[config.mk]
export PLATFORM = sky130hd
export DESIGN_NAME = reg_file
export DESIGN_NICKNAME = d
export VERILOG_FILES = /design/src/rtl/reg_file.sv
export SDC_FILE = /design/constraint.sdc
export NUM_CORES = 2
export LEC_CHECK = 0
export CORE_MARGIN = 2
export CORE_UTILIZATION = 40
export DETAILED_ROUTE_END_ITERATION = 12
export PLACE_DENSITY_LB_ADDON = 0.15
export SLEW_MARGIN = 40
export SYNTH_ARGS = -nofsm -noshare
export SYNTH_HDL_FRONTEND = slang
export SYNTH_SLANG_ARGS = --single-unit
[constraint.sdc]
create_clock -name clock -period 6.5 [get_ports clock]
set_input_delay 1.3 -clock clock [delete_from_list [all_inputs] [get_ports clock]]
set_output_delay 1.3 -clock clock [all_outputs]
set_load 0.005 [all_outputs]
[src/rtl/reg_file.sv]
// 32 x 32-bit register file with two combinational read ports and one write port.
// Register 0 is hard-wired to zero; registers 1-31 are individual register instances.

module register (
  input  logic        clock,
  input  logic        write_enable,
  input  logic [31:0] d,
  output logic [31:0] q,
  input  logic        reset_n
);

  always_ff @(posedge clock or negedge reset_n) begin
    if (!reset_n) begin
      q <= '0;
    end else if (write_enable) begin
      q <= d;
    end
  end

endmodule

module reg_file (
  input  logic        clock,
  input  logic [4:0]  read_id_1,
  input  logic [4:0]  read_id_2,
  input  logic        write_enable,
  input  logic [4:0]  write_id,
  input  logic [31:0] write_val,
  output logic [31:0] read_val_1,
  output logic [31:0] read_val_2,
  input  logic        reset_n
);

  logic [31:0] regs [32];
  logic [31:0] reg_we;

  assign regs[0]   = '0;
  assign reg_we[0] = 1'b0;

  generate
    for (genvar gi = 1; gi < 32; gi++) begin : g_reg
      // Decoded per-register enable; index 0 never matches, so writes to it vanish.
      assign reg_we[gi] = write_enable && (write_id == 5'(gi));

      register u_register (
        .clock        (clock),
        .write_enable (reg_we[gi]),
        .d            (write_val),
        .q            (regs[gi]),
        .reset_n      (reset_n)
      );
    end
  endgenerate

  assign read_val_1 = regs[read_id_1];
  assign read_val_2 = regs[read_id_2];

endmodule

==> impl_metrics.ini <==
[cts]
clkLatencyLatePin_ns = 0.73
clock-root-buffer = sky130_fd_sc_hd__clkbuf_16
tritoncts = done
clk_pin_slew_ns = 0.06
post_cts.resized_instances = 0
holdBufCountCts = 0
cts_setup_buffers = 0
clock_tree.htree_level_count = 3
cts-buffers-inserted = 114
tritoncts_num_sinks = 992
clock_path_buffers = 3

[yosys]
synth_seq_cells = 992
synth_async_sr_flop_share_pct = 100
post_synthesis_compound_gate_area_fraction_pct = 6.32
yosysWarningCount = 0
synth_fp_nets = 3655
synth_top_family_by_area = multiplexers
yosys.area_share.xor_xnor_pct = 0
number_of_flops_mapped_to_enable_cells_by_yosys = 0
synth-main-ff-cell = sky130_fd_sc_hd__dfrtp_1
syn_avg_cell_area_um2 = 14.8
synth_sequential_area_ratio_pct = 46.6
synthDistinctLibCells = 30
netlist_instances = 3605
synth.top_cell.area_share_pct = 46.6
synth_top_area_cell = sky130_fd_sc_hd__dfrtp_1
yosys.area_share.simple_pct = 1.36
post_synthesis_mux_area_share_pct = 42.2
synth_adder_area_share_pct = 0
syn-cell-area_mm2 = 0.0532
synthTopCellsByArea = sky130_fd_sc_hd__dfrtp_1 47%, sky130_fd_sc_hd__mux2_2 20%, sky130_fd_sc_hd__mux4_2 16%, sky130_fd_sc_hd__mux2i_1 3.6%, sky130_fd_sc_hd__a22o_1 3.2%

[layout]
top_regs = g.u_register.q: 992 flops
final_net_count = 3610
largest_register_ffs = 992
ratio_of_cells_with_drive_above_1_in_the_final_layout_pct = 47.8
fin_cells = 5412
area.growth.synth_to_final_pct = 13.2
largest-register = g.u_register.q

[route]
wire_per_inst_um = 31.2
drt_iter0_drc = 2724
detailroute.via_count = 33416
detail_route.wirelength_mm = 169
number_of_optimization_iterations_in_the_first_detailed_route_pass = 5
detail_route.vias_per_cell = 6.17
postRouteAntennaNets = 0
drt_drc_violations_left = 0

[pwr]
vdd_drop_max_v = 0.000211
powerDensity_mw_per_mm2 = 309
netSwitchingFraction_pct = 27.2
power.static_leakage_nw = 25.9
total_switching_power_mw = 5.05
p_int_mw = 13.5
p_comb_share_pct = 20.6
power.clock.fraction_pct = 35.1
totalPowerFinal_mw = 18.6
seqPwrFrac_pct = 44.3

[global_route]
globalRouteMet2Util_pct = 39.6
antenna_found_initial = 3
maximum_number_of_pins_on_one_net_before_global_route_repair = 148
grt_use_total_pct = 25.1
grt_first_pass_wirelength_mm = 250
groute.layer.met3.usage_pct = 3.71
grt_pass1_vias = 35244
globalRoute.totalOverflow = 0
groute.layer.met1.usage_pct = 35.5
global_route.peak_usage_layer = met2

[place]
placedCellCount = 5196
gpl.final_weighted_congestion = 0.774
hpwl_mm = 103
buffer_ports.inserted = 113

[worst_setup_path]
r2r_end = g_reg[1].u_register.q[31]
crit_fanout = 52
worst_ep_required_time_ns = 5.20
crit_path_end = read_val_2[31]
critical_path_arrival_ns = 4.25
timing.reg2reg.setup_slack_ns = 5.67
worst_setup_path_start_kind = primary input
crit_start = read_id_2[0]
rr_worst_depth = 1
timing.rr.start = g_reg[1].u_register.q[31]
crit_path_end_kind = output port
crit_type = primary input to output port

[timing]
setup_total_negative_slack_ns = 0
final.period_utilization_pct = 85.3
timing.slew.headroom_pct = 37.8
max_freq_ghz = 0.180
finalSetupViolCount = 0
final-hold-violation-count = 0
clock_skew_ns = 0
setup_repair_after_global_routing_missed_its_margin = no
timing.final.crit_period_ns = 5.55
drv_slew = 0
max_slew.worst_pin.slew_ns = 0.925

[die]
design.die.area_mm2 = 0.136
floorplan.die.width_um = 369
total_number_of_placement_rows = 133
die_y_um = 369
start_util_pct = 40.4
boundaryPins = 114
floorplan.core_area_mm2 = 0.132

[outcome]
run_status = finished clean

[worst_hold_path]
hp-class = primary input to async pin

[job]
number_of_violations_of_the_max_capacitance_limit = 0
## power by group through the flow
stage / sequential (mW) / clock, mW / combinational [mW]
after floorplan: 8.04 / 0 / 2.88
after CTS: 8.21 / 6.67 / 3.86
after global placement: 8.27 / 0 / 3.79
final: 8.23 / 6.53 / 3.83
after detailed placement: 8.32 / 0 / 3.85
after global routing: 8.40 / 6.93 / 4.12
## how the worst min path moves through the flow
stage / endpoint / slack [ns] / startpoint / cells past startpoint
6_report: g_reg[16].u_register.q[29] / 0.43 / reset_n / 1
5_1_grt: g_reg[16].u_register.q[29] / 0.42 / reset_n / 1
4_1_cts: g_reg[28].u_register.q[3] / 0.50 / g_reg[28].u_register.q[3] / 1
3_5_place_dp: g_reg[28].u_register.q[3] / 0.49 / g_reg[28].u_register.q[3] / 1
3_3_place_gp: g_reg[28].u_register.q[3] / 0.48 / g_reg[28].u_register.q[3] / 1
2_1_floorplan: g_reg[28].u_register.q[11] / 0.47 / g_reg[28].u_register.q[11] / 1
## metal layers
layer / wire length (um) / vias to the layer above
met5: 17 / -
met4: 5530 / 2
met3: 8870 / 274
met2: 78700 / 921
met1: 75800 / 18277
li1: - / 13942
## final cells by class
| type | instances | area [um2] |
|---|---|---|
| fillers | 11726 | 71500 |
| multi-input cells | 2205 | 26800 |
| flip-flops and latches | 992 | 24800 |
| clock buffers | 176 | 3400 |
| repair buffers | 245 | 2600 |
| well taps | 1755 | 2200 |
| clock inverters | 36 | 378 |
| inverters | 2 | 7.51 |
| diodes | 1 | 2.50 |
## cell usage in the layout, fill, tap and decap left out, types with 76 or more instances in the layout
cell                              netlist  layout
sky130_fd_sc_hd__mux2i_1              192     192
sky130_fd_sc_hd__buf_4                 31      88
sky130_fd_sc_hd__mux2_1                89      89
sky130_fd_sc_hd__a22o_1               192     192
sky130_fd_sc_hd__dfrtp_1              992     992
sky130_fd_sc_hd__mux2_2               967     967
sky130_fd_sc_hd__clkdlybuf4s50_1        0      76
sky130_fd_sc_hd__clkbuf_16              0     117
sky130_fd_sc_hd__mux4_2               384     384
## metrics by stage
stage	utilization [%]	hold slack, ns	setup slack (ns)	area (um2)
2_1_floorplan	-	0.470	2.37	53200
3_3_place_gp	42.6	0.483	1.03	56100
3_5_place_dp	42.8	0.490	1.01	56400
4_1_cts	45.7	0.504	1.02	60200
5_1_grt	45.7	0.420	0.993	60300
6_report	45.7	0.427	0.955	60300
## critical path, stage by stage
cell and delay [ns]:
sky130_fd_sc_hd__buf_8 0.44, sky130_fd_sc_hd__buf_12 0.39, sky130_fd_sc_hd__mux4_2 0.29, sky130_fd_sc_hd__mux2i_1 0.09
sky130_fd_sc_hd__and2_1 0.18, sky130_fd_sc_hd__o31ai_1 0.77, sky130_fd_sc_hd__clkdlybuf4s50_1 0.67
## synth_stat cells (10+ instances only)
master / count
sky130_fd_sc_hd__dfrtp_1: 992
sky130_fd_sc_hd__mux2_2: 967
sky130_fd_sc_hd__mux4_2: 384
sky130_fd_sc_hd__clkbuf_1: 216
sky130_fd_sc_hd__a22o_1: 192
sky130_fd_sc_hd__mux2i_1: 192
sky130_fd_sc_hd__buf_2: 141
sky130_fd_sc_hd__mux2_1: 89
sky130_fd_sc_hd__and2_1: 66
sky130_fd_sc_hd__a211oi_1: 64
sky130_fd_sc_hd__o21ai_1: 64
sky130_fd_sc_hd__o22ai_1: 64
sky130_fd_sc_hd__o31ai_1: 64
sky130_fd_sc_hd__buf_4: 31
sky130_fd_sc_hd__nand2_1: 15
sky130_fd_sc_hd__nor2_1: 15
sky130_fd_sc_hd__buf_1: 10
sky130_fd_sc_hd__nor2b_1: 10
## logic make-up (layout without fill, tap and decap cells)
| family | count (synthesis) | in the layout |
|---|---|---|
| muxes | 1632 | 1632 |
| DFF | 992 | 992 |
| AOI/OAI and AO/OA | 448 | 448 |
| buffers and inverters | 408 | 459 |
| and+or+nand+nor | 125 | 125 |
| other | 0 | 1 |
(Power assumes the default switching activity.)
